===== src/rtl/dbg_apb_master.sv =====
// Purpose: APB3 initiator that turns single-beat debug read/write commands into SETUP/ACCESS transfers.
// Latency: psel one cycle after acceptance, penable one cycle later, rsp_valid one cycle after pready (plus wait states).
// Backpressure: one transaction in flight; cmd_ready drops until the response is taken, and rsp_* stays held while rsp_ready=0.
module dbg_apb_master #(
    parameter int ADDR_WIDTH     = 12,
    parameter int DATA_WIDTH     = 32,
    parameter int TIMEOUT_CYCLES = 256
) (
    input  logic                  clk,
    input  logic                  rst,
    input  logic                  cmd_valid,
    output logic                  cmd_ready,
    input  logic                  cmd_write,
    input  logic [ADDR_WIDTH-1:0] cmd_addr,
    input  logic [DATA_WIDTH-1:0] cmd_wdata,
    output logic                  rsp_valid,
    input  logic                  rsp_ready,
    output logic [DATA_WIDTH-1:0] rsp_rdata,
    output logic                  rsp_err,
    output logic                  rsp_timeout,
    output logic                  psel,
    output logic                  penable,
    output logic                  pwrite,
    output logic [ADDR_WIDTH-1:0] paddr,
    output logic [DATA_WIDTH-1:0] pwdata,
    input  logic [DATA_WIDTH-1:0] prdata,
    input  logic                  pready,
    input  logic                  pslverr
);

    localparam bit TIMEOUT_EN = (TIMEOUT_CYCLES != 0);
    // A zero-width counter is illegal, so keep one bit when the timeout is disabled.
    localparam int CNT_W = TIMEOUT_EN ? $clog2(TIMEOUT_CYCLES + 1) : 1;
    localparam logic [CNT_W-1:0] CNT_LAST = TIMEOUT_EN ? CNT_W'(TIMEOUT_CYCLES - 1) : '0;

    typedef enum logic [1:0] {
        IDLE   = 2'd0,
        SETUP  = 2'd1,
        ACCESS = 2'd2,
        RESP   = 2'd3
    } state_t;

    state_t                state_q, state_n;
    logic [CNT_W-1:0]      cnt_q, cnt_n;
    logic                  cmd_ready_n;
    logic                  rsp_valid_n;
    logic [DATA_WIDTH-1:0] rsp_rdata_n;
    logic                  rsp_err_n;
    logic                  rsp_timeout_n;
    logic                  psel_n;
    logic                  penable_n;
    logic                  pwrite_n;
    logic [ADDR_WIDTH-1:0] paddr_n;
    logic [DATA_WIDTH-1:0] pwdata_n;

    always_ff @(posedge clk) begin
        if (rst) begin
            state_q     <= IDLE;
            cnt_q       <= '0;
            cmd_ready   <= 1'b1;
            rsp_valid   <= 1'b0;
            rsp_rdata   <= '0;
            rsp_err     <= 1'b0;
            rsp_timeout <= 1'b0;
            psel        <= 1'b0;
            penable     <= 1'b0;
            pwrite      <= 1'b0;
            paddr       <= '0;
            pwdata      <= '0;
        end else begin
            state_q     <= state_n;
            cnt_q       <= cnt_n;
            cmd_ready   <= cmd_ready_n;
            rsp_valid   <= rsp_valid_n;
            rsp_rdata   <= rsp_rdata_n;
            rsp_err     <= rsp_err_n;
            rsp_timeout <= rsp_timeout_n;
            psel        <= psel_n;
            penable     <= penable_n;
            pwrite      <= pwrite_n;
            paddr       <= paddr_n;
            pwdata      <= pwdata_n;
        end
    end

    always_comb begin
        state_n       = state_q;
        cnt_n         = cnt_q;
        cmd_ready_n   = cmd_ready;
        rsp_valid_n   = rsp_valid;
        rsp_rdata_n   = rsp_rdata;
        rsp_err_n     = rsp_err;
        rsp_timeout_n = rsp_timeout;
        psel_n        = psel;
        penable_n     = penable;
        pwrite_n      = pwrite;
        paddr_n       = paddr;
        pwdata_n      = pwdata;

        unique case (state_q)
            IDLE: begin
                if (cmd_valid) begin
                    cmd_ready_n = 1'b0;
                    if (cmd_addr[1:0] == 2'b00) begin
                        pwrite_n  = cmd_write;
                        paddr_n   = cmd_addr;
                        pwdata_n  = cmd_wdata;
                        psel_n    = 1'b1;
                        penable_n = 1'b0;
                        state_n   = SETUP;
                    end else begin
                        // Misaligned: answer with an error without touching the bus.
                        rsp_valid_n   = 1'b1;
                        rsp_err_n     = 1'b1;
                        rsp_timeout_n = 1'b0;
                        rsp_rdata_n   = '0;
                        state_n       = RESP;
                    end
                end
            end
            SETUP: begin
                penable_n = 1'b1;
                cnt_n     = '0;
                state_n   = ACCESS;
            end
            ACCESS: begin
                if (pready) begin
                    rsp_rdata_n   = (pwrite || pslverr) ? '0 : prdata;
                    rsp_err_n     = pslverr;
                    rsp_timeout_n = 1'b0;
                    rsp_valid_n   = 1'b1;
                    psel_n        = 1'b0;
                    penable_n     = 1'b0;
                    state_n       = RESP;
                end else if (TIMEOUT_EN && (cnt_q == CNT_LAST)) begin
                    rsp_rdata_n   = '0;
                    rsp_err_n     = 1'b1;
                    rsp_timeout_n = 1'b1;
                    rsp_valid_n   = 1'b1;
                    psel_n        = 1'b0;
                    penable_n     = 1'b0;
                    state_n       = RESP;
                end else begin
                    cnt_n = cnt_q + CNT_W'(1);
                end
            end
            RESP: begin
                if (rsp_ready) begin
                    rsp_valid_n = 1'b0;
                    cmd_ready_n = 1'b1;
                    state_n     = IDLE;
                end
            end
            default: state_n = IDLE;
        endcase
    end

endmodule


===== config.mk =====
export PLATFORM = sky130hd
export DESIGN_NAME = dbg_apb_master
export DESIGN_NICKNAME = d
export VERILOG_FILES = /design/src/rtl/dbg_apb_master.sv
export SDC_FILE = /design/constraint.sdc
export NUM_CORES = 1
export LEC_CHECK = 0
export ABC_AREA = 1
export CORE_MARGIN = 10
export CORE_UTILIZATION = 40
export DETAILED_ROUTE_END_ITERATION = 10
export GPL_TIMING_DRIVEN = 1
export HOLD_SLACK_MARGIN = 0.03
export PLACE_DENSITY = 0.73
export SLEW_MARGIN = 20
export SYNTH_ARGS = -nofsm -noshare
export SYNTH_HDL_FRONTEND = slang
export SYNTH_SLANG_ARGS = --single-unit

===== constraint.sdc =====
create_clock -name clk -period 3.9 [get_ports clk]
set_input_delay 1.17 -clock clk [delete_from_list [all_inputs] [get_ports clk]]
set_output_delay 1.17 -clock clk [all_outputs]
set_load 0.05 [all_outputs]

Yosys cells after proc, flatten, opt, wreduce, memory -nomap -nowiden
Cells that the tools add are included.
{"block": "word_totals", "wordCells": 78, "register_bits": 94, "output_inout_bits": 83, "inputBits": 83}
{"block": "op_classes", "eq_ne": 11, "muxes": 38, "add_sub_neg": 1, "n_reduce_logical": 16}
{"cell": "$mux W32", "count": 5}
{"cell": "$pmux W32 S2", "count": 1}
{"cell": "$mux W9", "count": 2}
{"cell": "$pmux W9 S2", "count": 1}
{"cell": "$mux W1", "count": 17}
{"cell": "$ne A2 B2 Y1 const B", "count": 6}
{"cell": "$reduce_and A3 Y1", "count": 4}
{"cell": "$reduce_and A4 Y1", "count": 3}
{"cell": "$mux W2", "count": 5}
{"cell": "$add A9 B1 Y9 const B", "count": 1}
{"cell": "$eq A9 B8 Y1 const B", "count": 1}
{"cell": "$pmux W1 S2", "count": 4}
{"cell": "$pmux W2 S4", "count": 1}
{"cell": "$pmux W1 S3", "count": 2}
{"cell": "$reduce_bool A2 Y1", "count": 3}
{"cell": "$reduce_bool A3 Y1", "count": 2}
{"cell": "$reduce_and A5 Y1", "count": 1}
{"cell": "$eq A2 B2 Y1 const B", "count": 2}
{"cell": "$logic_not A2 Y1", "count": 2}
{"cell": "$ne A3 B3 Y1 const B", "count": 1}
{"cell": "$eq A2 B1 Y1 const B", "count": 1}
{"cell": "$logic_or A1 B1 Y1", "count": 1}

Longest topological paths before layout
Gate-level depths: netlist of the first run.
{"block": "depth", "word_depth": 4, "ltp_mapped": 13}

Worst setup path after synthesis of the first run
OpenSTA, ideal clock, no wires.
{"block": "synth_path", "kind": "input -> register", "from": "input port cmd_addr[0]", "to": "register rsp_rdata[0]", "t_arrival_ps": 1891, "stages": 7, "path_slack_ps": 1894, "setup_ps": 115, "cell_sequence": "nor2_2 -> nand2_1 -> nand2_2 -> nor2_8 -> buf_6 -> nor2_1 -> nor2_2"}
{"block": "synth_between", "elab_chain_len": 3}
{"item": "from (decl)", "line": "14", "text": "input logic [ADDR_WIDTH-1:0] cmd_addr,"}
{"item": "$logic_not A2 Y1", "line": "104", "text": "if (cmd_addr[1:0] == 2'b00) begin"}
{"item": "$ne A2 B2 Y1 (no source line)"}
{"item": "$reduce_and A4 Y1 (no source line)"}
{"item": "to (signal assigned)", "line": "75", "text": "rsp_rdata <= rsp_rdata_n;"}
{"item": "to (decl)", "line": "18", "text": "output logic [DATA_WIDTH-1:0] rsp_rdata,"}
Every way passes these cells.
A chain may end at the register's enable or synchronous reset.

Worst setup path in the final report of the first run
{"block": "layout_path", "from": "input port pready", "to": "register rsp_rdata[4]"}
{"block": "layout_between", "elab_chain_len": 2}
{"item": "from (decl)", "line": "27", "text": "input logic pready,"}
{"item": "$ne A3 B3 Y1 (no source line) or $mux W32 (tied branches)"}
{"item": "$reduce_and A4 Y1 (no source line) or $pmux W32 S2 (tied branches)"}
Several ways; a longest one is shown, not always the timed one.

==> summary.md, run 1 <==
| Metric | Value |
|---|---|
| Synth Instances | `540` |
| Hold Path Origin | `pwdata[20]$_SDFFE_PP0P_` |
| Synthesis Warnings | `0` |
| Fraction of the cycle the final worst path needs | `70.4%` |
| Setup bufs post-CTS | `0` |
| CTS HTree Levels | `3` |
| R2r startpoint | `cnt_q[0]$_SDFFE_PP0P_` |
| Sequential area share after synthesis | `47.9%` |
| Register bit total from synthesis | `94` |
| CTS resizes | `0` |
| Port Buffer Count | `165` |
| CP cell instances | `clkdlybuf4s50_1, nor2_1, nand2_2, nand2_2, nor2_8, buf_4, nand2_1, nand2_1, nor2_2` |
| Max-slew violations | `0` |
| Total clock sinks | `94` |
| Setup crit end kind | `flop` |
| Gr usage total | `15.6%` |
| Die ar. | `0.0142 mm²` |
| CP bufs+invs | `2` |
| Antenna violations before repair | `0` |
| Critical path class | `primary input to flop` |
| Clk Latency, worst-skew pair | `360 ps` |
| Crit-path slowest cell | `clkdlybuf4s50_1` |
| CTS Buffer Depth | `2` |
| Antenna diodes | `0` |
| Hpwl dp | `8650 µm` |
| Commonest non-fill, non-tap cell in the layout | `clkdlybuf4s50_1` |
| Hold path depth | `2` |
| Remaining antenna violation count | `0` |
| IO Count | `166` |
| Drt first pass iters | `4` |
| Achievable clock frequency | `0.364 GHz` |
| Final wirelength | `11100 µm` |
| DR iter-0 viols | `234` |
| Worst R2R Path Depth | `13` |
| CP Max Fanout | `47` |
| Max Cap Viol | `0` |
| Die X | `119 µm` |
| Crit path launch | `pready` |
| DRC | `0` |
| Status | `completed` |
| PwrDens | `760 mW/mm²` |
| Reg clk slew, reported paths | `80 ps` |
| Gpl congestion | `0.854` |
| Setup TNS | `0 ps` |
| Syn_nets | `629` |
| Hold Vio Cnt, Final | `0` |
| CTS root buf | `clkbuf_8` |
| CP delay by family, top | `simple AND/OR/NAND/NOR gates` |
| TritonCTS buffer count | `9` |
| Chip Height | `119 µm` |
| Worst Path Required | `4160 ps` |
| Hold WS | `446 ps` |
| Layout cells sized above 1 | `6.18%` |
| CTS tree | `done` |
| Vias in the first global route | `3727` |
| Drt via density | `4.54` |
| CP Depth | `9` |
| Final min period | `2750 ps` |
| Netlist Area Pre-Place | `0.00393 mm²` |
| Post-CTS Hold Buffers | `0` |
| Tightest Hold Check Type | `flop to flop` |
| P&R area growth vs syn | `46.9%` |
| Total congestion overflow | `0` |
| Slew headroom | `62.3%` |
| CORE AREA | `0.00968 mm²` |
| Crit path DAT | `3000 ps` |
| RSZ-0062 raised after global routing | `false` |
| Largest net degree at the start of global routing | `61` |
| Commonest cells after routing, fill and taps aside | `clkdlybuf4s50_1, nand2_1, dfxtp_1` |
| Setup violators final | `0` |
| Slew @ Worst Pin | `566 ps` |
| Worst Setup Start Kind | `primary input` |
| Lkg Pwr | `2.32 nW` |
| Initial Util | `40.6%` |
| First-pass GRT wire length | `18200 µm` |
| Worst Skew | `6.18 ps` |
| Mean post-synth cell area | `7.28 µm²` |
| VDD IR-drop max | `0.000302 V` |
| Vias post-DR | `3765` |
| Routed wire per std cell | `13.4 µm` |
| Row count | `36` |
| Final net count | `782` |
| Synth unique cells | `25` |
| Worst path max stage delay | `550 ps` |
## cell families after synthesis
logic type      share of synthesized area [%]
simple gates                             24.7
compound gates                           14.0
buf+inv                                  11.4
flops                                    47.9
fa+ha+maj                                1.91
## per-stage QoR
step                      std cells  util [%]  total power, mW  cell area, µm²  setup WS, ps
after CTS                       829      59.6             4.43            5770          1150
after global placement          815      58.0             3.82            5620           854
after detailed placement        815      58.0             3.87            5620           794
after floorplan                 540         -             3.21            3930          1890
final                           829      59.6             4.38            5770          1150
after global routing            829      59.6             4.70            5770           983
## worst reg2reg max path, cell delays in order (launching register included)
cell,delay [ps]
dfxtp_1,380
ha_1,190
nand2_1,90
nor3_1,240
and3_1,210
ha_1,170
nor2_1,60
nand2_2,120
nand2_2,120
nor2_8,480
buf_4,310
nand2_1,70
nand2_1,70
nor2_2,40
## layout make-up
class                           count  area, µm²
Inverter                           72        275
Sequential cell                    94       1880
Timing Repair Buffer              169       1690
Tap cell                          133        166
Multi-Input combinational cell    347       1600
Clock buffer                       12        145
Clock inverter                      2       10.0
Fill cell                         896       3910
## Yosys cell counts
library cell	number	area, µm²
nand2_1	113	424
dfxtp_1	94	1880
nor2_1	80	300
inv_1	69	259
a21oi_1	55	275
o21ai_0	47	235
nand3_1	13	65.1
nor2_2	13	81.3
clkbuf_1	10	37.5
buf_2	8	40.0
buf_6	8	90.1
o21ai_1	7	35.0
ha_1	6	75.1
nand2_2	5	31.3
inv_2	2	7.51
and3_1	1	6.26
clkbuf_2	1	5.00
clkinv_4	1	8.76
nand2_4	1	11.3
nand3_2	1	10.0
nor2_4	1	11.3
nor2_8	1	20.0
nor3_1	1	5.00
o22ai_1	1	6.26
or2_2	1	6.26
## registers in the layout, summed over array words and instances (netlist names), 2 cells and up
| register | count |
|---|---|
| state_q | 2 |
| cnt_q | 9 |
| paddr | 12 |
| pwdata | 32 |
| rsp_rdata | 32 |
## layer usage
layer,GRT usage (%),vias to the layer above,wire (µm)
met3,10.0,8,1430
met4,4.58,0,97
met5,0,-,0
met2,22.9,135,4640
met1,18.2,1659,4970
li1,-,1963,-
## where the power goes
part / internal, mW / switching [mW] / leakage, nW
Clock: 0.241 / 0.312 / 0.0821
Combinational: 0.805 / 1.67 / 1.47
Sequential: 1.22 / 0.135 / 0.769
Total: 2.26 / 2.12 / 2.32
## final timing paths
| check | to | slack (ps) |
|---|---|---|
| max | rsp_rdata[4]$_SDFFE_PP0P_ | 1150 |
| min | pwdata[20]$_SDFFE_PP0P_ | 450 |
| max reg2reg | rsp_rdata[4]$_SDFFE_PP0P_ | 1260 |
| min reg2reg | pwdata[20]$_SDFFE_PP0P_ | 450 |
No activity file was read; power rests on OpenSTA's default activity.
==> run 2, diff against run 1 <==
==> constraint.sdc (replaced) <==
create_clock -name clk -period 2.63 [get_ports clk]
set_input_delay 0.789 -clock clk [delete_from_list [all_inputs] [get_ports clk]]
set_output_delay 0.789 -clock clk [all_outputs]
set_load 0.05 [all_outputs]
==> run 2 against run 1 <==
Die area is the same; utilization grew 0.48 points; combinational power grew 51%; clock skew grew 1.4 ps; clock-buffer cell count shrank 1; global-route usage is essentially flat; non-clock buffer count grew 2; wire length grew 2.3%; sequential share of layout area shrank 0.26 points; flip-flop and latch count is the same; largest power group unchanged; clock power grew 59%.
==> summary.md, run 2 (synthesized netlist as in run 1, its figures left out) <==
| Metric | Value |
|---|---|
| Status | `completed` |
| Final net count | `784` |
| Worst Skew | `7.56 ps` |
| Internal power | `3.43 mW` |
| Crit path DAT | `1550 ps` |
| Worst Setup Start Kind | `flop` |
| Remaining antenna violation count | `0` |
| First-pass GRT wire length | `18200 µm` |
| Reg clk slew, reported paths | `90 ps` |
| Max-slew violations | `0` |
| Final wirelength | `11400 µm` |
| Reg2reg setup slack | `340 ps` |
| Die ar. | `0.0142 mm²` |
| Chip Height | `119 µm` |
| Global Route met3 Usage | `9.21%` |
| Antenna violations before repair | `0` |
| Sw frac | `48.1%` |
| Total clock sinks | `94` |
| Multi-input logic area | `0.00160 mm²` |
| Max Cap Viol | `0` |
| Hpwl dp | `8700 µm` |
| CTS root buf | `clkbuf_8` |
| Design area | `0.00582 mm²` |
| Slew @ Worst Pin | `561 ps` |
| Lkg Pwr | `2.35 nW` |
| CP cell instances | `clkdlybuf4s50_1` |
| Hold WS | `446 ps` |
| Reg-to-reg endpoint | `rsp_rdata[10]$_SDFFE_PP0P_` |
| CTS HTree Levels | `3` |
| GRT busiest layer | `met2` |
| Vias post-DR | `3796` |
| Slew headroom | `62.5%` |
| Largest net degree at the start of global routing | `89` |
| Setup violators final | `0` |
| Clk Latency, worst-skew pair | `360 ps` |
| Layout cells sized above 1 | `6.87%` |
| Initial Util | `40.6%` |
| Vias in the first global route | `3707` |
| Power share of the clock group | `13.3%` |
| Post-placement cell area | `0.00564 mm²` |
| Die X | `119 µm` |
| PwrDens | `1140 mW/mm²` |
| Final Non-Filler Cells | `832` |
| CTS Buffer Depth | `2` |
| Fill cells | `881` |
| Routed wire per std cell | `13.7 µm` |
| Crit-path slowest cell | `clkdlybuf4s50_1` |
| CORE AREA | `0.00968 mm²` |
| DRC | `0` |
| VDD IR-drop max | `0.000518 V` |
| Worst R2R Path Depth | `13` |
| Gr usage total | `15.5%` |
| CTS tree | `done` |
| Place WS | `290 ps` |
| Setup bufs post-CTS | `0` |
| IO Count | `166` |
| Psw | `3.19 mW` |
| Worst path max stage delay | `850 ps` |
| Row count | `36` |
| Drt first pass iters | `4` |
| P&R area growth vs syn | `48.1%` |
| Critical path class | `flop to primary output` |
| Worst Path Required | `1840 ps` |
| Hold endpoint | `pwdata[17]$_SDFFE_PP0P_` |
| R2r startpoint | `cnt_q[0]$_SDFFE_PP0P_` |
| Setup TNS | `0 ps` |
| Biggest regs | `pwdata (32), rsp_rdata (32), paddr (12)` |
| RSZ-0062 raised after global routing | `false` |
| Port Buffer Count | `165` |
| Drt via density | `4.56` |
| Post-CTS Hold Buffers | `0` |
| Fraction of the cycle the final worst path needs | `89.0%` |
| Hold Path Origin | `pwdata[17]$_SDFFE_PP0P_` |
| Hold Vio Cnt, Final | `0` |
| Seq pwr share | `30.3%` |
| M1 GR Usage | `17.4%` |
| Combinational share of power | `56.4%` |
| Hold path depth | `2` |
| Setup crit end kind | `primary output` |
| Achievable clock frequency | `0.427 GHz` |
| Commonest non-fill, non-tap cell in the layout | `clkdlybuf4s50_1` |
| Commonest cells after routing, fill and taps aside | `clkdlybuf4s50_1, nand2_1, dfxtp_1` |
| Gpl congestion | `0.868` |
| CP delay by family, top | `buffers and inverters` |
| CTS resizes | `0` |
| M2 GR Usage | `23.5%` |
| CP Max Fanout | `2` |
| Final core occ | `60.1%` |
| TritonCTS buffer count | `9` |
| Tightest Hold Check Type | `flop to flop` |
| Overall Power | `6.62 mW` |
| Placed instance count | `817` |
| CP bufs+invs | `1` |
| Antenna diodes | `0` |
| Fin worst setup slack | `289 ps` |
| Sequential cell area | `0.00188 mm²` |
| DR iter-0 viols | `212` |
| Final min period | `2340 ps` |
| Total congestion overflow | `0` |
[run 2: cell types whose count changed in the layout (fill, tap and decap cells not counted), sizes merged]
cell	change
buf	+2
clkbuf	-1
clkinvlp	+1
clkinv	+1
[run 2: worst max path at each step]
stage                            startpoint                    endpoint  slack, ps  depth (start not counted)
global route          cnt_q[0]$_SDFFE_PP0P_   rsp_rdata[7]$_SDFFE_PP0P_         80                         13
finish              pwdata[24]$_SDFFE_PP0P_                  pwdata[24]        290                          1
global placement                     pready   rsp_rdata[6]$_SDFFE_PP0P_        340                          9
CTS                 pwdata[24]$_SDFFE_PP0P_                  pwdata[24]        270                          1
detailed placement                   pready  rsp_rdata[10]$_SDFFE_PP0P_        290                          9
floorplan             cnt_q[0]$_SDFFE_PP0P_  rsp_rdata[10]$_SDFFE_PP0P_        700                         13
[run 2: area by class of cell]
type | count | share of cell area, %
clock buffer | 11 | 2.60
clock inverter | 4 | 0.387
inverter | 72 | 4.73
multi-input combinational | 347 | 27.5
sequential | 94 | 32.3
tap | 133 | 2.86
timing repair buffer | 171 | 29.6
[run 2: power by group through the flow]
stage	combinational [mW]	sequential (mW)	clock (mW)
after CTS	3.78	2.01	0.905
final	3.74	2.01	0.879
after global placement	3.70	2.02	0
after global routing	4.05	2.05	0.963
after floorplan	1.52	3.24	0
after detailed placement	3.77	2.04	0
[run 2: worst reg2reg max path: cells and delay by family (launching register included)]
kind,cells,cell delay [ps]
adders and majority gates,2,340
buffers and inverters,1,260
DFF,1,380
and+or+nand+nor,10,1210
[run 2: metal layers]
layer | vias to the layer above | share of wire (%) | wire length [µm]
li1 | 1972 | - | -
met2 | 145 | 42 | 4770
met3 | 14 | 14 | 1550
met1 | 1665 | 43 | 4870
met4 | 0 | 1.8 | 208
met5 | - | 0 | 0
==> RTL edit 1 (config.mk and constraints of run 2) <==
Make the reset (`rst`) asynchronous in one clocked block.
--- a/src/rtl/dbg_apb_master.sv
+++ b/src/rtl/dbg_apb_master.sv
@@ -55,3 +55,3 @@
 
-    always_ff @(posedge clk) begin
+    always_ff @(posedge clk or posedge rst) begin
         if (rst) begin
Formal check against the unedited RTL: differs if rst is asserted again (counterexample within 4 cycles, from zero or initial values and one cycle with rst high); with rst held inactive, the same outputs for 4 cycles.
==> RTL edit 1 against run 2 <==
  * Die area increased by 7.2%
  * Total power increased by 1.8%
  * Wire length increased by 12%
  * Sequential power is 4% higher
  * Non-clock buffer count is 5 higher
  * Area after synthesis rose by 8.7%
  * Sequential cell count is the same
  * Final area is 7.8% higher
  * Setup slack lost 0.0070 ns
  * Clock power rose by 18%
  * Worst hold slack better by 0.028 ns
  * Critical endpoint is now rsp_valid
==> RTL edit 1: results (changes against run 2) <==
Global route
  – Initial antenna violation count: 0 (unchanged)
  – GR Util All Layers: 16.6% (+1.0 points)
  – Vias in the first global route: 3,972 (+7.1%)
  – Global-route wire length before repair: 20,500 um (+13%)
  – Largest net degree at the start of global routing: 47 (-47%)

Route
  – DR WL/cell: 15.4 um (+12%)
  – Mean number of vias per cell: 4.74 (+3.9%)
  – TritonRoute pass-1 iters: 7 (+3)
  – DR iter-0 viols: 452 (+110%)

Place
  – Final Wtd Congestion: 0.825 (-5.0%)
  – Place WS: 0.314 ns (+0.0240 ns)
  – DP HPWL: 9610 um (+10%)

Logic synthesis
  – Synth Warn #: 0 (unchanged)
  – Seq/Total Area, Yosys: 55.1% (+7.2 points)
  – Ys flop type: dfrtp_1
  – Area contributors post-synth: dfrtp_1, nand2_1, nand3_1
  – Syn Nets: 621 (-1.3%)
  – Library cells used by synthesis: 23 (-8.0%)
  – FFs w/ async S/R, synth: 100% (+100 points)
  – Commonest cells in the netlist: nand2_1, dfrtp_1, nand3_1, inv_1, nor2_1

CTS
  – CTS Buf Count: 9 (unchanged)
  – Setup bufs post-CTS: 0 (unchanged)
  – Depth of the CTS H-tree: 3 (unchanged)
  – Clk root buf: clkbuf_8
  – Clk_lat worst skew: 0.35 ns
  – Clk slew on worst S/H paths: 0.09 ns (about the same)

Cells and area
  – Diode count: 0 (unchanged)
  – Nets: 782 (-0.26%)
  – Top Registers: pwdata x32, rsp_rdata x32, paddr x12
  – Layout cell share with drive strength beyond 1: 5.45% (-1.4 points)
  – Filler instances: 901 (+2.3%)

STA
  – Max Clock Skew: 0.0141 ns (+0.00656 ns)
  – Slew @ Worst Pin: 0.574 ns (+0.0131 ns)

Status
  – Status: completed

Power and ir drop
  – Leakage power: 0.00322 uW (+37%)
  – Worst IR Drop VDD: 0.583 mV (+13%)

Critical path
  – CP arrival: around 1.6 ns
  – Crit-path slowest cell: clkdlybuf4s50_1
  – Max Fanout on Critical Path: 2 (unchanged)
-- RTL edit 1: cell types whose count changed after synthesis, sizes merged, moves of 15 or more --
| cell | change |
|---|---|
| a21oi | -52 |
| dfrtp | +93 |
| dfxtp | -94 |
| inv | -15 |
| nand2 | +73 |
| nand3 | +70 |
| nor2 | -42 |
| o21ai | -44 |
-- RTL edit 1: worst paths after layout --
path	start	endpoint	slack, ns	cells past startpoint
setup / recovery	rsp_valid$_DFFE_PP0P_	rsp_valid	0.28	1
hold / removal	pwdata[20]$_DFFE_PP0P_	pwdata[20]$_DFFE_PP0P_	0.47	2
setup reg to reg	cnt_q[1]$_DFFE_PP0P_	rsp_rdata[14]$_DFFE_PP0P_	0.59	11
hold reg to reg	pwdata[20]$_DFFE_PP0P_	pwdata[20]$_DFFE_PP0P_	0.47	2
max in group asynchronous	rst	cmd_ready$_DFFE_PP1P_	1.15	3
min in group asynchronous	rst	rsp_rdata[6]$_DFFE_PP0P_	0.85	2
-- RTL edit 1: report_power, final --
part | total (uW) | switching, uW | internal (uW)
clock | 1040 | 502 | 535
combinational | 3610 | 2520 | 1090
sequential | 2100 | 236 | 1860
total | 6740 | 3260 | 3480
-- RTL edit 1: metal layers --
metal  share of wire, %  track usage, %  vias up
met5                  0               0        -
met4                1.1            4.15        0
met3                9.0            5.42       14
met2                 47            27.0      140
met1                 42            20.8     1837
li1                   -               -     1958
-- RTL edit 1: cells by family after synthesis --
group	synth area share, %
flops	55.1
simple gates	32.7
compound gates	2.02
fa+ha+maj	1.76
buf+inv	8.46
-- RTL edit 1: cell type report --
class / instances / area, um^2 / share of cell area (%)
repair buffers: 176 / 1760 / 28.1
clock inverters: 5 / 83.8 / 1.34
well taps: 136 / 170 / 2.71
clock buffers: 10 / 128 / 2.04
multi-input cells: 356 / 1560 / 24.8
flip-flops and latches: 94 / 2350 / 37.5
inverters: 56 / 214 / 3.41
-- RTL edit 1: per-stage QoR --
stage	hold slack, ns	std cells	total power [uW]	util, %	cell area (um^2)
2_1_floorplan	0.478	532	4540	-	4280
3_3_place_gp	0.452	818	5680	58.4	6060
3_5_place_dp	0.458	818	5750	58.4	6060
4_1_cts	0.480	833	6800	60.5	6270
5_1_grt	0.489	833	7130	60.5	6270
6_report	0.475	833	6740	60.5	6270
==> RTL edit 2 (flow settings as in run 2) <==
Without the edit above. The parameter `ADDR_WIDTH` goes from 12 to 11.
--- a/src/rtl/dbg_apb_master.sv
+++ b/src/rtl/dbg_apb_master.sv
@@ -4,3 +4,3 @@
 module dbg_apb_master #(
-    parameter int ADDR_WIDTH     = 12,
+    parameter int ADDR_WIDTH     = 11,
     parameter int DATA_WIDTH     = 32,
Ports: changed (resized cmd_addr and paddr); port bits go from 166 to 164. The function was not compared with the original's and may differ.
==> RTL edit 2 against run 2 <==
  * Wire length is 2.6% lower
  * Die area down 2.4%
  * Sequential cell count fell by 1
  * Sequential share of layout area fell by 0.087 points
  * Worst hold slack improved by 0.0028 ns
  * Via count is 0.45% lower
  * Setup slack worse by 0.011 ns
  * Highest routed layer unchanged
  * Total power down 7.8%
  * Sequential power fell by 4%
  * Largest cell class unchanged
  * Count of clock-buffer cells in the layout decreased by 1
  * Area after synthesis shrank 2.9%
  * Final area fell by 0.80%
  * Largest power group unchanged
==> RTL edit 2: results (changes against run 2) <==
Place
  – DP HPWL: 8560 um (-1.6%)
  – Placed inst area: 5560 um^2 (-1.5%)
  – Dpl cells: 808 (-1.1%)
  – Final Wtd Congestion: 0.793 (-8.6%)

Global route
  – Global-route wire length before repair: 18,500 um (+1.6%)
  – Largest net degree at the start of global routing: 71 (-20%)
  – Vias in the first global route: 3,829 (+3.3%)
  – GR Util All Layers: 15.8% (+0.22 points)

Logic synthesis
  – Area contributors post-synth: dfxtp_1, nor2_1, nand2_1
  – Seq/Total Area, Yosys: 48.8% (+0.90 points)
  – Library cells used by synthesis: 24 (-4.0%)
  – Commonest cells in the netlist: nor2_1, nand2_1, dfxtp_1, inv_1, a21oi_1
  – Syn Nets: 626 (-0.48%)
  – Complex-gate fraction of the synthesized area: 15.0% (+0.94 points)
  – Syn avg cell area: 7.09 um^2 (-2.5%)

STA
  – Hold_ws: 0.449 ns (+0.00282 ns)
  – Max Clock Skew: 0.0137 ns (+0.00609 ns)
  – Normalized max-slew margin: 62.6% (about the same)

Critical path
  – R2R Setup Slk: 0.29 ns (-0.05 ns)
  – RR Endpoint: rsp_rdata[21]$_SDFFE_PP0P_
  – CP peak stage delay: 0.85 ns (about the same)

Cells and area
  – Nets: 778 (-0.77%)
  – Layout cell share with drive strength beyond 1: 5.04% (-1.8 points)
  – Fin cells: 824 (-0.96%)
  – Top Registers: pwdata x32, rsp_rdata x32, paddr x11

Route
  – DR iter-0 viols: 196 (-7.5%)
  – Mean number of vias per cell: 4.59 (+0.52%)
  – DR WL/cell: 13.5 um (-1.7%)

Worst hold path
  – Worst hold start: pwdata[13]$_SDFFE_PP0P_
  – Hold endpoint: pwdata[13]$_SDFFE_PP0P_

Status
  – Status: completed

Power and ir drop
  – Worst IR Drop VDD: 0.485 mV (-6.3%)
  – Leakage power: 0.00237 uW (+0.93%)
## RTL edit 2: area by class of cell
type	count	area share, %
well taps	129	2.80
repair buffers	168	29.6
flip-flops and latches	93	32.3
clock buffers	10	2.38
multi-input cells	339	26.5
inverters	79	5.16
clock inverters	6	1.30
## RTL edit 2: cell families after synthesis
group,Yosys count
adder cells (fa/ha/maj),6
AND/OR/NAND/NOR,219
AO/OA/AOI/OAI,114
buffers and inverters,106
flip-flops,93
## RTL edit 2: per-stage QoR
step                      setup WS, ns  utilization (%)
after floorplan                  0.664                -
after global placement           0.297             59.9
after detailed placement         0.281             59.9
after CTS                        0.247             62.2
after global routing            0.0432             62.2
final                            0.278             62.2
## RTL edit 2: worst max path at each step
stage | endpoint | depth (start not counted) | from | slack [ns]
3_5_place_dp | rsp_rdata[3]$_SDFFE_PP0P_ | 9 | cmd_valid | 0.28
4_1_cts | penable | 1 | penable$_SDFFE_PP0P_ | 0.25
3_3_place_gp | rsp_rdata[2]$_SDFFE_PP0P_ | 9 | pready | 0.30
6_report | penable | 1 | penable$_SDFFE_PP0P_ | 0.28
2_1_floorplan | rsp_err$_SDFFE_PP0P_ | 13 | cnt_q[0]$_SDFFE_PP0P_ | 0.66
5_1_grt | rsp_rdata[10]$_SDFFE_PP0P_ | 13 | cnt_q[0]$_SDFFE_PP0P_ | 0.04
## RTL edit 2: power by group
| part | total (uW) | switching [uW] | leakage (uW) | internal (uW) |
|---|---|---|---|---|
| Sequential | 1920 | 180 | 0.000760 | 1740 |
| Combinational | 3170 | 2120 | 0.00150 | 1060 |
| Clock | 1010 | 528 | 0.000105 | 481 |
## RTL edit 2: routing by layer
layer	GRT usage, %	routed length, um	vias up
met5	0	0	-
met4	4.56	115	0
met3	8.25	1300	13
met2	25.0	4850	127
met1	18.1	4830	1675
li1	-	-	1964
